<file path="src/rtl/sys_ctrl_pkg.sv">
// Shared definitions for the burst-capable system controller: command codes,
// FSM state encoding, operand addresses and the command decoder.
package sys_ctrl_pkg;

    // UART command codes (first frame of every command)
    localparam logic [7:0] CMD_RF_WR    = 8'hAA;
    localparam logic [7:0] CMD_RF_RD    = 8'hBB;
    localparam logic [7:0] CMD_ALU_OP   = 8'hCC;
    localparam logic [7:0] CMD_ALU_NOP  = 8'hDD;
    localparam logic [7:0] CMD_BURST_RD = 8'hEE;
    localparam logic [7:0] CMD_BURST_WR = 8'hFF;

    // RF locations that receive the ALU operands
    localparam int RF_OP1_ADDR = 0;
    localparam int RF_OP2_ADDR = 1;

    typedef enum logic [2:0] {
        OP_RF_WR,
        OP_RF_RD,
        OP_ALU,
        OP_ALU_NOP,
        OP_BURST_RD,
        OP_BURST_WR
    } op_t;

    typedef enum logic [3:0] {
        ST_IDLE,
        ST_WAIT_ADDR,
        ST_WAIT_LEN,
        ST_WAIT_DATA,
        ST_WAIT_OP1,
        ST_WAIT_OP2,
        ST_WAIT_FUN,
        ST_WRITE,
        ST_WRITE_OP1,
        ST_WRITE_OP2,
        ST_READ,
        ST_PUSH_RD,
        ST_ALU,
        ST_PUSH_LO,
        ST_PUSH_HI
    } state_t;

    typedef struct packed {
        logic known;
        op_t  op;
    } dec_t;

    // Map a command byte onto an operation; known=0 for anything unrecognised
    function automatic dec_t decode_cmd(input logic [7:0] code);
        dec_t d;
        d.known = 1'b1;
        d.op    = OP_RF_WR;
        case (code)
            CMD_RF_WR:    d.op = OP_RF_WR;
            CMD_RF_RD:    d.op = OP_RF_RD;
            CMD_ALU_OP:   d.op = OP_ALU;
            CMD_ALU_NOP:  d.op = OP_ALU_NOP;
            CMD_BURST_RD: d.op = OP_BURST_RD;
            CMD_BURST_WR: d.op = OP_BURST_WR;
            default:      d.known = 1'b0;
        endcase
        return d;
    endfunction

    // States in which the controller is waiting for a UART frame
    function automatic logic is_wait(input state_t s);
        return (s == ST_WAIT_ADDR) || (s == ST_WAIT_LEN) || (s == ST_WAIT_DATA) ||
               (s == ST_WAIT_OP1)  || (s == ST_WAIT_OP2) || (s == ST_WAIT_FUN);
    endfunction

endpackage

</file>
<file path="src/rtl/sys_ctrl_timeout.sv">
// Inter-frame timeout counter. Cleared by clr, counts while en is high and
// saturates at TIMEOUT-1, where expired is asserted.
module sys_ctrl_timeout #(
    parameter int TIMEOUT = 1024
) (
    input  logic i_CLK,
    input  logic i_RST,
    input  logic clr,
    input  logic en,
    output logic expired
);

    localparam int CW = (TIMEOUT > 2) ? $clog2(TIMEOUT) : 1;

    logic [CW-1:0] count_q;

    assign expired = (count_q == CW'(TIMEOUT - 1));

    // Count cycles spent waiting; clear has priority over counting
    // NOTE: state registers use non-blocking assignments so every flop samples pre-edge values.
    always_ff @(posedge i_CLK or negedge i_RST) begin
        if (!i_RST) begin
            count_q <= '0;
        end else if (clr) begin
            count_q <= '0;
        end else if (en && !expired) begin
            count_q <= count_q + 1'b1;
        end
    end

endmodule

</file>
<file path="src/rtl/sys_ctrl_burst.sv">
// Command controller between the UART RX path, register file, ALU and TX FIFO.
// Decodes command frames and sequences single/burst RF accesses and ALU runs,
// with inter-frame timeout and command error reporting.
module sys_ctrl_burst
    import sys_ctrl_pkg::*;
#(
    parameter int DATA_WIDTH    = 8,
    parameter int ADDR_WIDTH    = 4,
    parameter int ALU_FUN_WIDTH = 4,
    parameter int LEN_WIDTH     = 4,
    parameter int TIMEOUT       = 1024
) (
    input  logic                    i_CLK,
    input  logic                    i_RST,
    input  logic [DATA_WIDTH-1:0]   i_RX_P_DATA,
    input  logic                    i_RX_D_VLD,
    input  logic [2*DATA_WIDTH-1:0] i_ALU_OUT,
    input  logic                    i_OUT_Valid,
    input  logic [DATA_WIDTH-1:0]   i_RdData,
    input  logic                    i_RdData_Valid,
    input  logic                    i_FIFO_FULL,
    output logic [ADDR_WIDTH-1:0]   o_Address,
    output logic [DATA_WIDTH-1:0]   o_WrData,
    output logic                    o_WrEn,
    output logic                    o_RdEn,
    output logic [ALU_FUN_WIDTH-1:0] o_ALU_FUN,
    output logic                    o_ALU_EN,
    output logic                    o_CLK_EN,
    output logic [DATA_WIDTH-1:0]   o_FIFO_DATA,
    output logic                    o_WR_INC,
    output logic                    o_Cmd_Err,
    output logic                    o_Busy
);

    state_t                     state_q, state_d;
    op_t                        op_q;
    dec_t                       dec;
    logic [ADDR_WIDTH-1:0]      addr_q;
    logic [DATA_WIDTH-1:0]      data_q;
    logic [LEN_WIDTH-1:0]       cnt_q;
    logic [ALU_FUN_WIDTH-1:0]   fun_q;
    logic [2*DATA_WIDTH-1:0]    alu_q;
    logic                       err_q, err_d;
    logic                       to_clr, to_en, to_expired;
    logic [LEN_WIDTH-1:0]       len_in;
    logic                       last_beat;

    assign dec       = decode_cmd(i_RX_P_DATA[7:0]);
    assign len_in    = i_RX_P_DATA[LEN_WIDTH-1:0];
    assign last_beat = (cnt_q == LEN_WIDTH'(1));
    assign o_Busy    = (state_q != ST_IDLE);
    assign o_Cmd_Err = err_q;

    // Restart the timeout on entry to every wait state and on each accepted frame
    assign to_en  = is_wait(state_q);
    assign to_clr = !is_wait(state_q) || i_RX_D_VLD;

    sys_ctrl_timeout #(
        .TIMEOUT (TIMEOUT)
    ) u_timeout (
        .i_CLK   (i_CLK),
        .i_RST   (i_RST),
        .clr     (to_clr),
        .en      (to_en),
        .expired (to_expired)
    );

    // State and error-pulse register
    always_ff @(posedge i_CLK or negedge i_RST) begin
        if (!i_RST) begin
            state_q <= ST_IDLE;
            err_q   <= 1'b0;
        end else begin
            state_q <= state_d;
            err_q   <= err_d;
        end
    end

    // Next-state decode and strobe generation
    // NOTE: every output of this block is defaulted first so no path leaves a latch behind.
    always_comb begin
        state_d     = state_q;
        err_d       = 1'b0;
        o_Address   = addr_q;
        o_WrData    = data_q;
        o_WrEn      = 1'b0;
        o_RdEn      = 1'b0;
        o_ALU_FUN   = '0;
        o_ALU_EN    = 1'b0;
        o_CLK_EN    = 1'b0;
        o_FIFO_DATA = '0;
        o_WR_INC    = 1'b0;

        case (state_q)
            ST_IDLE: begin
                if (i_RX_D_VLD) begin
                    if (dec.known) begin
                        case (dec.op)
                            OP_ALU:     state_d = ST_WAIT_OP1;
                            OP_ALU_NOP: state_d = ST_WAIT_FUN;
                            default:    state_d = ST_WAIT_ADDR;
                        endcase
                    end else begin
                        err_d = 1'b1;
                    end
                end
            end
            ST_WAIT_ADDR: begin
                if (i_RX_D_VLD) begin
                    case (op_q)
                        OP_RF_WR: state_d = ST_WAIT_DATA;
                        OP_RF_RD: state_d = ST_READ;
                        default:  state_d = ST_WAIT_LEN;
                    endcase
                end
            end
            ST_WAIT_LEN: begin
                if (i_RX_D_VLD) begin
                    if (len_in == '0) begin
                        state_d = ST_IDLE;
                        err_d   = 1'b1;
                    end else if (op_q == OP_BURST_RD) begin
                        state_d = ST_READ;
                    end else begin
                        state_d = ST_WAIT_DATA;
                    end
                end
            end
            ST_WAIT_DATA: if (i_RX_D_VLD) state_d = ST_WRITE;
            ST_WAIT_OP1:  if (i_RX_D_VLD) state_d = ST_WRITE_OP1;
            ST_WAIT_OP2:  if (i_RX_D_VLD) state_d = ST_WRITE_OP2;
            ST_WAIT_FUN:  if (i_RX_D_VLD) state_d = ST_ALU;
            ST_WRITE: begin
                o_WrEn = 1'b1;
                if (op_q == OP_BURST_WR && !last_beat) state_d = ST_WAIT_DATA;
                else                                   state_d = ST_IDLE;
            end
            ST_WRITE_OP1: begin
                o_WrEn    = 1'b1;
                o_Address = ADDR_WIDTH'(RF_OP1_ADDR);
                state_d   = ST_WAIT_OP2;
            end
            ST_WRITE_OP2: begin
                o_WrEn    = 1'b1;
                o_Address = ADDR_WIDTH'(RF_OP2_ADDR);
                state_d   = ST_WAIT_FUN;
            end
            ST_READ: begin
                o_RdEn = 1'b1;
                if (i_RdData_Valid) state_d = ST_PUSH_RD;
            end
            ST_PUSH_RD: begin
                o_WR_INC    = ~i_FIFO_FULL;
                o_FIFO_DATA = data_q;
                if (!i_FIFO_FULL) begin
                    if (op_q == OP_BURST_RD && !last_beat) state_d = ST_READ;
                    else                                   state_d = ST_IDLE;
                end
            end
            ST_ALU: begin
                o_ALU_EN  = 1'b1;
                o_CLK_EN  = 1'b1;
                o_ALU_FUN = fun_q;
                if (i_OUT_Valid) state_d = ST_PUSH_LO;
            end
            ST_PUSH_LO: begin
                o_WR_INC    = ~i_FIFO_FULL;
                o_FIFO_DATA = alu_q[DATA_WIDTH-1:0];
                if (!i_FIFO_FULL) state_d = ST_PUSH_HI;
            end
            ST_PUSH_HI: begin
                o_WR_INC    = ~i_FIFO_FULL;
                o_FIFO_DATA = alu_q[2*DATA_WIDTH-1:DATA_WIDTH];
                if (!i_FIFO_FULL) state_d = ST_IDLE;
            end
            default: state_d = ST_IDLE;
        endcase

        // A frame arriving on the expiry cycle wins over the timeout
        if (is_wait(state_q) && !i_RX_D_VLD && to_expired) begin
            state_d = ST_IDLE;
            err_d   = 1'b1;
        end
    end

    // Frame, read-data and ALU-result capture plus burst address/count stepping
    always_ff @(posedge i_CLK or negedge i_RST) begin
        if (!i_RST) begin
            op_q   <= OP_RF_WR;
            addr_q <= '0;
            data_q <= '0;
            cnt_q  <= '0;
            fun_q  <= '0;
            alu_q  <= '0;
        end else begin
            case (state_q)
                ST_IDLE: begin
                    if (i_RX_D_VLD && dec.known) op_q <= dec.op;
                end
                ST_WAIT_ADDR: begin
                    if (i_RX_D_VLD) addr_q <= i_RX_P_DATA[ADDR_WIDTH-1:0];
                end
                ST_WAIT_LEN: begin
                    if (i_RX_D_VLD) cnt_q <= len_in;
                end
                ST_WAIT_DATA, ST_WAIT_OP1, ST_WAIT_OP2: begin
                    if (i_RX_D_VLD) data_q <= i_RX_P_DATA;
                end
                ST_WAIT_FUN: begin
                    if (i_RX_D_VLD) fun_q <= i_RX_P_DATA[ALU_FUN_WIDTH-1:0];
                end
                ST_WRITE: begin
                    if (op_q == OP_BURST_WR) begin
                        addr_q <= addr_q + 1'b1;
                        cnt_q  <= cnt_q - 1'b1;
                    end
                end
                ST_READ: begin
                    if (i_RdData_Valid) data_q <= i_RdData;
                end
                ST_PUSH_RD: begin
                    if (!i_FIFO_FULL && op_q == OP_BURST_RD) begin
                        addr_q <= addr_q + 1'b1;
                        cnt_q  <= cnt_q - 1'b1;
                    end
                end
                ST_ALU: begin
                    if (i_OUT_Valid) alu_q <= i_ALU_OUT;
                end
                default: ;
            endcase
        end
    end

endmodule

</file>
<file path="config.mk">
export PLATFORM = sky130hd
export DESIGN_NAME = sys_ctrl_burst
export DESIGN_NICKNAME = d
export VERILOG_FILES = /design/src/rtl/sys_ctrl_pkg.sv /design/src/rtl/sys_ctrl_timeout.sv /design/src/rtl/sys_ctrl_burst.sv
export SDC_FILE = /design/constraint.sdc
export NUM_CORES = 1
export LEC_CHECK = 0
export CAP_MARGIN = 20
export CORE_MARGIN = 2
export CORE_UTILIZATION = 37
export CTS_BUF_LIST = sky130_fd_sc_hd__clkbuf_2
export DETAILED_ROUTE_END_ITERATION = 10
export DONT_BUFFER_PORTS = 1
export GPL_TIMING_DRIVEN = 0
export PLACE_DENSITY = 0.51
export SETUP_SLACK_MARGIN = 0.02
export SLEW_MARGIN = 20
export SYNTH_ARGS = -nofsm -noshare
export SYNTH_HDL_FRONTEND = slang
export SYNTH_SLANG_ARGS = --single-unit
</file>
<file path="constraint.sdc">
create_clock -name i_CLK -period 2.28 [get_ports i_CLK]
set_input_delay 0 -clock i_CLK [delete_from_list [all_inputs] [get_ports i_CLK]]
set_output_delay 0 -clock i_CLK [all_outputs]
set_load 0.02 [all_outputs]
</file>
==> results_dict.tcl, run 1 <==
set metrics [dict create \
    synth_ff_type "dfrtp_1" \
    fp-row-count 34 \
    clk_pin_slew_ns 0.32 \
    maxSlewViolCount 0 \
    fin_crit_ns 2.15 \
    nets 425 \
    status "finished, final reports clean" \
    worstSetupPathType "reg2reg" \
    fp.dieH_um 97.6 \
    io_pins 69 \
    cts_tree "built" \
    finalSetupViolations 0 \
    viasPerCell 5.47 \
    coreArea_um2 8590 \
    synth.area.top_cells "dfrtp_1, nor2_1, mux2_2, mux2_1, nand2_1" \
    power_frac_comb_pct 44.5 \
    grt_max_degree 55 \
    place_congestion 0.907 \
    use_met1_pct 23.0 \
    syn_area_um2 3240 \
    vdd_ir_drop_max_mv 0.409 \
    intPower_mw 2.09 \
    synth_area_per_cell_um2 9.68 \
    drt_iter0_drc 141 \
    crit_chain "buf_4 -> and4bb_1 -> buf_2 -> mux2i_1 -> dlygate4sd3_1 -> a21oi_1" \
    ys_warn_count 0 \
    grt_pass1_vias 2714 \
    grt_overflow 0 \
    p_sw_share_pct 45.0 \
    die_area_um2 9530 \
    hold_viol 0 \
    startpoint_type "register" \
    synth_edf_count 0 \
    critical_path.max_stage_delay_ns 0.56 \
    required_ns 2.70 \
    drtPass1Iterations 4 \
    path_max_fanout 10 \
    seq_power_share_pct 43.9 \
    grt_pass1_wl_um 13900 \
    clk_latency_ns 0.47 \
    syn_nets 377 \
    n_fill_cell 862 \
    worstPathArrival_ns 2.57 \
    fp.dieW_um 97.6 \
    routedWlPerCell_um 17.1 \
    power_mw 3.81 \
    power_frac_clock_pct 11.6 \
    finalSetupTns_ns 0 \
    fin_skew_ns 0.0161 \
    cts_sinks 54 \
    htree_num_levels 2 \
    slew_headroom_pct 60.6 \
    grtUsageMet3_pct 4.17 \
    wl_um 8410 \
    io_buffers 0 \
    yosysSeqAreaShare_pct 41.7 \
    root_buffer "clkbuf_2" \
    clk_path_buf_depth 2 \
    drc 0 \
    cp_slowest_cell "dlygate4sd3_1" \
    synth-seq-cells 54 \
    hpwl_um 6030 \
    area.growth.synth_to_final_pct 20.3 \
    cp_num_buf_inv 3 \
    drive_gt1_share_pct 15.4 \
    track_usage_pct 18.0 \
    synth_top_area_share_pct 41.7 \
    r2r_setup_slack_ns 0.13 \
    min_period_over_period_pct 94.3 \
    tightest_slew_ns 0.588 \
    power.density_nw_per_um2 976 \
    drv_cap 0 \
    critPathCaptureType "register" \
    initial_utilization_pct 37.8 \
    grt_util_met2_pct 30.4 \
    ys_types 62 \
    cts_buffers 5 \
    vias 2690 \
    syn-instance-count 335 \
    synth_top_cell_by_area "dfrtp_1" \
    grt_busiest_layer "met2" \
    timing.fmax_mhz 465 \
    critPathTopFamily "buffers and inverters" \
    ys_async_sr_fraction_pct 100 \
    n_antenna_cell 0 \
    antenna_found_initial 0 \
    rsz0062_at_grt "no" \
    min_path_type "in2reg" \
    p_leak_nw 1.67 \
    detail-route-antenna-nets 0 \
    p_sw_mw 1.71 \
]
==> metal layers <==
metal | share of wire [%] | wire [um] | vias to the layer above
li1 | - | - | 1310
met1 | 45 | 3780 | 1319
met2 | 49 | 4140 | 50
met3 | 4.4 | 372 | 11
met4 | 1.3 | 112 | 0
met5 | 0 | 0 | -
==> cell families (layout without fill, tap and decap cells) <==
family / Yosys count / in the layout / share of synthesized area [%]
compound gates: 75 / 75 / 16.3
xor+xnor: 8 / 8 / 2.16
fa+ha+maj: 4 / 4 / 1.54
buf+inv: 26 / 75 / 4.32
flops: 54 / 54 / 41.7
mux: 35 / 35 / 11.8
simple gates: 133 / 133 / 22.2
==> path summary, 6_finish.rpt <==
kind                                        startpoint                       to  cells after the start
worst max-delay path            state_q[2]$_DFFE_PN0P_  o_WrData[7]$_DFFE_PN0P_                      6
worst min-delay path                    i_RX_P_DATA[3]      op_q[2]$_DFFE_PN0P_                      4
worst max register to register  state_q[2]$_DFFE_PN0P_  o_WrData[7]$_DFFE_PN0P_                      6
worst min register to register    alu_q[2]$_DFFE_PN0P_     alu_q[2]$_DFFE_PN0P_                      1
max in group asynchronous                        i_RST    alu_q[13]$_DFFE_PN0P_                      3
min in group asynchronous                        i_RST  o_WrData[4]$_DFFE_PN0P_                      3
==> per-stage QoR <==
stage | instances | area, um^2 | hold WS (ns) | worst slack [ns] | utilization (%)
finish | 492 | 3900 | 0.0391 | 0.130 | 45.4
global route | 492 | 3900 | 0.0362 | 0.0418 | 45.4
CTS | 490 | 3860 | 0.00691 | 0.00605 | 44.9
detailed placement | 443 | 3380 | -0.292 | -0.127 | 39.3
floorplan | 335 | 3240 | -0.296 | 0.371 | -
global placement | 443 | 3380 | -0.292 | -0.115 | 39.3
==> power groups by stage <==
stage | logic (mW) | clock network, mW | registers [mW]
final | 1.69 | 0.441 | 1.67
after global placement | 1.55 | 0 | 1.68
after floorplan | 1.28 | 0 | 1.59
after global routing | 1.89 | 0.499 | 1.73
after detailed placement | 1.56 | 0 | 1.68
after CTS | 1.67 | 0.464 | 1.67
==> final cells by class <==
type	instances	area [um^2]	area share, %
multi-input cells	255	1790	46.0
flip-flops and latches	54	1350	34.7
clock inverters	3	28.8	0.737
inverters	11	41.3	1.06
repair buffers	41	425	10.9
well taps	108	135	3.46
clock buffers	5	25.0	0.641
plain buffers	15	98.8	2.53
==> cells in the final DEF (no fill, tap or decap), types with 3 or more instances in the layout <==
| cell | n |
|---|---|
| dfrtp_1 | 52 |
| dlygate4sd3_1 | 39 |
| nor2_1 | 37 |
| nand2_1 | 29 |
| a21oi_1 | 16 |
| mux2_2 | 12 |
| inv_1 | 11 |
| mux2_1 | 11 |
| mux2i_1 | 11 |
| nor3_1 | 9 |
| o21ai_0 | 9 |
| a22oi_1 | 8 |
| buf_2 | 7 |
| and2_1 | 7 |
| o21ai_1 | 7 |
| nand3_1 | 6 |
| nor2b_1 | 5 |
| nand2b_1 | 5 |
| clkbuf_2 | 5 |
| buf_4 | 4 |
| xor2_1 | 4 |
| xnor2_1 | 4 |
| ha_1 | 4 |
| nor2_4 | 3 |
| buf_6 | 3 |
| nand4_1 | 3 |
| o22a_1 | 3 |
| or3_1 | 3 |
| o31ai_1 | 3 |
| o21a_1 | 3 |
| nand3b_1 | 3 |
| nor4bb_1 | 3 |
| o2bb2ai_1 | 3 |
| a31oi_1 | 3 |
==> worst register-to-register path, cell delays in order, from the launching register on <==
cell	delay [ns]
dfrtp_1	0.49
buf_4	0.15
and4bb_1	0.26
buf_2	0.34
mux2i_1	0.24
dlygate4sd3_1	0.56
a21oi_1	0.06
==> synthesized netlist by cell type, drive strengths merged, types with 5 or more instances <==
master  instances
nand3           6
nand2b          6
and2            7
nor2b           5
o21ai          18
a21oi          16
mux2i          11
dfrtp          54
nor2           41
buf            13
nor3           11
a22oi           8
mux2           24
nand2          31
inv            11
==> sequential cells by signal (all words and copies together), names as in the netlist <==
name / count
alu_q: 16
u_timeout.count_q: 10
o_WrData: 8
addr_q: 4
cnt_q: 4
fun_q: 4
state_q: 4
op_q: 3
o_Cmd_Err: 1
==> repair_timing <==
item                       in CTS  in global routing
buffers inserted                0                  1
hold endpoints to repair       99                 19
setup endpoints to repair      23                 20
resized for setup               6                  7
hold buffers                   39                  1
pin swaps                       0                  2
Note: power is estimated with default switching activity, not from simulation.
==> inputs of run 2 (changes only) <==
--- a/config.mk
+++ b/config.mk
@@ -12,9 +12,10 @@
 export DETAILED_ROUTE_END_ITERATION = 10
 export DONT_BUFFER_PORTS = 1
 export GPL_TIMING_DRIVEN = 0
-export PLACE_DENSITY = 0.51
+export PLACE_DENSITY = 0.6
 export SETUP_SLACK_MARGIN = 0.02
-export SLEW_MARGIN = 20
+export SLEW_MARGIN = 25
 export SYNTH_ARGS = -nofsm -noshare
 export SYNTH_HDL_FRONTEND = slang
+export SYNTH_HIERARCHICAL = 1
 export SYNTH_SLANG_ARGS = --single-unit
==> results_dict.tcl, run 2 <==
set metrics [dict create \
    fin_util_pct 47.0 \
    vias 2909 \
    hpwl_um 6200 \
    placed_area_um2 3340 \
    vdd_ir_drop_max_mv 0.380 \
    io_buffers 0 \
    grt_pass1_vias 2849 \
    rsz0062_at_grt "yes" \
    mostFrequentLayoutCells "dfrtp_1, dlygate4sd3_1, nand2_1" \
    htree_num_levels 2 \
    finalSetupViolations 0 \
    detail-route-antenna-nets 0 \
    hold_ws_ns 0.0387 \
    layout_commonest_cell "dfrtp_1" \
    synth_top_area_share_pct 42.1 \
    place_inst 441 \
    final_area_um2 3900 \
    fp-row-count 33 \
    syn-instance-count 336 \
    clk_pin_slew_ns 0.32 \
    slew_headroom_pct 50.6 \
    synth-seq-cells 54 \
    yosysSeqAreaShare_pct 42.1 \
    yosysMostFrequentCell "dfrtp_1" \
    wl_um 9050 \
    cts_sinks 54 \
    top_register "alu_q" \
    seq_power_share_pct 39.9 \
    synth_edf_count 0 \
    place_congestion 0.898 \
    required_ns 2.71 \
    ys_async_sr_fraction_pct 100 \
    drc 0 \
    clk_path_buf_depth 2 \
    worstSetupPathType "reg2reg" \
    cts_tree "built" \
    io_pins 69 \
    drt_iter0_drc 215 \
    track_usage_pct 18.9 \
    power_frac_clock_pct 12.9 \
    area.growth.synth_to_final_pct 21.6 \
    p_leak_nw 1.69 \
    routedWlPerCell_um 18.5 \
    drtPass1Iterations 5 \
    maxSlewViolCount 0 \
    drive_gt1_share_pct 17.5 \
    worstPathArrival_ns 2.61 \
    fp.dieW_um 97.1 \
    die_area_um2 9430 \
    syn_nets 378 \
    hold_viol 0 \
    critPathCaptureType "register" \
    root_buffer "clkbuf_2" \
    timing.fmax_mhz 459 \
    min_delay_path_depth 4 \
    antenna_found_initial 2 \
    ys_warn_count 6 \
    power.density_nw_per_um2 1070 \
    synth.area.top_cells "dfrtp_1, mux2_2, mux2i_1, nand2_1, nor2_1" \
    coreArea_um2 8300 \
    seqCellArea_um2 1350 \
    min_period_over_period_pct 95.6 \
    largest_reg_flops 16 \
    startpoint_type "register" \
    nets 423 \
    fin_crit_ns 2.18 \
    tightest_slew_ns 0.734 \
    multiInputGateArea_um2 1790 \
    synth_area_per_cell_um2 9.55 \
    cts_buffers 5 \
    fin_skew_ns 0.0256 \
    netlist_top_cells_count "dfrtp_1, nand2_1, mux2_2" \
    power_frac_comb_pct 47.2 \
    n_fill_cell 794 \
    cts_setup_buffers 0 \
    min_path_type "in2reg" \
    clk_latency_ns 0.48 \
    grt_max_degree 46 \
    viasPerCell 5.95 \
    grt_overflow 0 \
    grt_pass1_wl_um 14600 \
    synth_top_cell_by_area "dfrtp_1" \
    syn_area_um2 3210 \
    status "finished, final reports clean" \
    p_sw_mw 1.90 \
    ys_types 60 \
    p_sw_share_pct 45.4 \
    initial_utilization_pct 38.7 \
    fp.dieH_um 97.1 \
    path_max_fanout 9 \
    reg2reg_depth 6 \
    synth_ff_type "dfrtp_1" \
    drv_cap 0 \
    layoutNonFillerInstCount 489 \
    intPower_mw 2.28 \
]
==> run 2: layout make-up <==
type / count / area share, %
Buffer: 14 / 1.76
Multi-Input combinational cell: 251 / 46.0
Clock buffer: 5 / 0.642
Antenna cell: 2 / 0.128
Clock inverter: 3 / 1.25
Timing Repair Buffer: 40 / 10.7
Sequential cell: 54 / 34.7
Tap cell: 105 / 3.37
Inverter: 15 / 1.44
==> run 2: cell families (layout without fill, tap and decap cells) <==
kind of cell	Yosys count	after routing	synth area share [%]
DFF	54	54	42.1
muxes	37	37	12.5
other	0	2	0
adders and majority gates	4	4	1.56
AOI/OAI and AO/OA	79	79	17.6
buffers and inverters	31	77	3.94
xor gates and xnor gates	4	4	1.09
and+or+nand+nor	127	127	21.2
==> run 2: critical path, stage by stage, from the launching register on <==
cell	delay (ns)
dfrtp_2	0.53
and4b_1	0.20
clkbuf_1	0.27
a21o_1	0.26
a221o_2	0.47
or3_1	0.33
o211ai_1	0.09
==> run 2: metrics by stage <==
step	worst slack (ns)	TNS, ns	power [mW]
6_report	0.100	0	4.17
4_1_cts	0.0395	0	4.09
3_5_place_dp	-0.317	-3.11	3.45
3_3_place_gp	-0.259	-2.55	3.41
5_1_grt	0.0182	0	4.47
2_1_floorplan	0.266	0	3.02
==> run 2: power by group through the flow <==
stage               combinational (mW)  clock (mW)  sequential, mW
global route                      2.16       0.587            1.72
CTS                               1.88       0.554            1.66
global placement                  1.74           0            1.67
floorplan                         1.43           0            1.59
finish                            1.97       0.538            1.66
detailed placement                1.76           0            1.68
==> run 2: path summary, 6_finish.rpt <==
kind / endpoint / start / slack, ns
hold reg to reg: fun_q[1]$_DFFE_PN0P_ / fun_q[1]$_DFFE_PN0P_ / 0.54
setup reg to reg: cnt_q[0]$_DFFE_PN0P_ / state_q[1]$_DFFE_PN0P_ / 0.10
hold / removal: op_q[0]$_DFFE_PN0P_ / i_RX_P_DATA[2] / 0.04
setup / recovery: cnt_q[0]$_DFFE_PN0P_ / state_q[1]$_DFFE_PN0P_ / 0.10
max in group asynchronous: fun_q[0]$_DFFE_PN0P_ / i_RST / 0.61
min in group asynchronous: addr_q[1]$_DFFE_PN0P_ / i_RST / 0.49
==> run 2: what timing repair did <==
item / in CTS / in global routing
setup endpoints to repair: 22 / 59
gates cloned: 0 / 0
hold buffers: 40 / 0
pin swaps: 1 / 1
hold endpoints to repair: 99 / 0
resized for setup: 7 / 19
==> run 2: routing by layer <==
metal | part of all wire [%] | global-route usage, % | wire length, um | up-vias
li1 | - | - | - | 1339
met1 | 44 | 25.4 | 4010 | 1442
met2 | 47 | 30.8 | 4290 | 116
met3 | 7.0 | 3.74 | 633 | 12
met4 | 1.3 | 5.63 | 114 | 0
met5 | 0 | 0 | 0 | -
==> inputs of run 3 (changes only) <==
==> constraint.sdc (replaced) <==
create_clock -name i_CLK -period 2.28 [get_ports i_CLK]
set_input_delay 0 -clock i_CLK [delete_from_list [all_inputs] [get_ports i_CLK]]
set_output_delay 0 -clock i_CLK [all_outputs]
set_load 0.1 [all_outputs]
==> results_dict.tcl, run 3 (synthesized netlist as in run 2, its figures left out) <==
set metrics [dict create \
    status "finished, final reports clean" \
    wl_um 9310 \
    antenna_found_initial 0 \
    critPathTopFamily "flip-flops" \
    worstPathArrival_ns 2.18 \
    path_max_fanout 10 \
    area.growth.synth_to_final_pct 28.3 \
    track_usage_pct 19.4 \
    mostFrequentLayoutCells "dfrtp_1, dlygate4sd3_1, nand2_1" \
    viasPerCell 5.85 \
    largest_reg_flops 16 \
    placed_area_um2 3410 \
    grt_max_degree 35 \
    drt_iter0_drc 271 \
    hpwl_um 6290 \
    startpoint_type "register" \
    place_congestion 0.929 \
    hold_viol 0 \
    slew_headroom_pct 39.8 \
    fin_skew_ns 0.0269 \
    top_register "alu_q" \
    io_buffers 0 \
    cp_slowest_cell "dfrtp_1" \
    maxSlewViolCount 0 \
    fin_crit_ns 2.18 \
    vias 2900 \
    final_area_um2 4120 \
    drc 0 \
    grt_pass1_wl_um 14800 \
    power.density_nw_per_um2 1270 \
    fp-row-count 33 \
    critPathCaptureType "primary output" \
    startpoint "state_q[2]$_DFFE_PN0P_" \
    reg2reg_from "state_q[0]$_DFFE_PN0P_" \
    clk_latency_ns 0.47 \
    layoutNonFillerInstCount 496 \
    cp_num_buf_inv 2 \
    coreArea_um2 8300 \
    die_area_um2 9430 \
    nets 432 \
    worstSetupPathType "reg2out" \
    fp.dieW_um 97.1 \
    initial_utilization_pct 38.7 \
    r2r_setup_slack_ns 0.14 \
    critical_path.max_stage_delay_ns 0.48 \
    rr_endpoint "cnt_q[0]$_DFFE_PN0P_" \
    io_pins 69 \
    timing.fmax_mhz 459 \
    fp.dieH_um 97.1 \
    reg2reg_depth 6 \
    n_fill_cell 777 \
    cts_sinks 54 \
    path_depth 5 \
    drive_gt1_share_pct 25.8 \
    rsz0062_at_grt "yes" \
    min_period_over_period_pct 95.6 \
    vdd_ir_drop_max_mv 0.464 \
    n_antenna_cell 0 \
    clk_pin_slew_ns 0.30 \
    required_ns 2.28 \
    p_leak_nw 1.76 \
    clk_path_buf_depth 2 \
    place_inst 443 \
    detail-route-antenna-nets 0 \
    finalSetupViolations 0 \
    crit_chain "buf_4 -> buf_6 -> nand2b_4 -> nor2_4 -> mux2_4" \
    routedWlPerCell_um 18.8 \
    grt_overflow 0 \
    tightest_slew_ns 0.901 \
    min_path_type "in2reg" \
    cts_buffers 5 \
    drtPass1Iterations 5 \
    crit_end "o_Address[0]" \
    seqCellArea_um2 1360 \
    grt_pass1_vias 2875 \
    cts_tree "built" \
    hold_ws_ns 0.0996 \
    root_buffer "clkbuf_2" \
    htree_num_levels 2 \
    layout_commonest_cell "dfrtp_1" \
    drv_cap 0 \
    multiInputGateArea_um2 1890 \
    power_mw 5.23 \
]
==> run 3: cell count changes in the layout (fill, tap and decap cells not counted), moves of 3 or more <==
cell	delta
inv_1	-8
nor2b_1	-3
nor2b_4	+3
nand2b_4	+3
dfrtp_2	+8
dfrtp_1	-8
buf_4	+6
and2_2	+3
and2_1	-4
inv_2	+8
buf_2	-3
==> run 3: what timing repair did <==
action	4_1_cts	5_1_grt
gates cloned	0	0
setup endpoints to repair	34	29
pin swaps	3	4
endpoints found under the hold margin	99	0
setup buffers	2	3
gates resized for setup	35	26
hold buffers	42	0
==> run 3: worst min-delay path by stage <==
stage | startpoint | to | slack [ns] | cells past startpoint
6_report | i_RX_P_DATA[2] | op_q[0]$_DFFE_PN0P_ | 0.1 | 3
5_1_grt | i_OUT_Valid | state_q[2]$_DFFE_PN0P_ | 0.07 | 5
4_1_cts | i_OUT_Valid | state_q[2]$_DFFE_PN0P_ | 0.06 | 5
3_5_place_dp | i_RST | op_q[0]$_DFFE_PN0P_ | -0.29 | 0
3_3_place_gp | i_RST | op_q[2]$_DFFE_PN0P_ | -0.29 | 0
2_1_floorplan | i_RST | addr_q[0]$_DFFE_PN0P_ | -0.30 | 0
==> run 3: report_power, final <==
group / leakage, nW / internal [mW] / switching, mW
combinational: 1.03 / 0.948 / 1.71
clock: 0.0351 / 0.0901 / 0.356
sequential: 0.703 / 1.31 / 0.817
total: 1.76 / 2.35 / 2.89
==> run 3: worst reg2reg max path: stages (launching register included) <==
cell and delay [ns]:
dfrtp_1 0.46, clkbuf_4 0.24, clkbuf_1 0.39, o21ai_0 0.17, a221o_2 0.44, or3_1 0.33
o211ai_1 0.09
==> run 3: through the flow <==
step / setup TNS, ns / worst slack, ns / util [%]
after detailed placement: -0.592 / -0.153 / 41.1
after CTS: 0 / 0.0200 / 48.6
final: 0 / 0.101 / 49.6
after floorplan: -1.69 / -0.131 / -
after global routing: 0 / 0.00172 / 49.6
after global placement: -8.65 / -0.495 / 40.7
==> run 3: final cells by class <==
| cell class | count | area share (%) |
|---|---|---|
| clock inverter | 3 | 0.699 |
| inverter | 15 | 1.37 |
| tap | 105 | 3.19 |
| sequential | 54 | 33.1 |
| buffer | 14 | 2.22 |
| timing repair buffer | 49 | 12.9 |
| clock buffer | 5 | 0.608 |
| multi-input combinational | 251 | 46.0 |
==> run 3: metal layers <==
layer | part of all wire (%) | GRT usage (%) | up-vias
met5 | 0 | 0 | -
met4 | 0.76 | 3.47 | 0
met3 | 7.4 | 4.32 | 7
met2 | 47 | 31.9 | 116
met1 | 45 | 26.7 | 1416
li1 | - | - | 1361
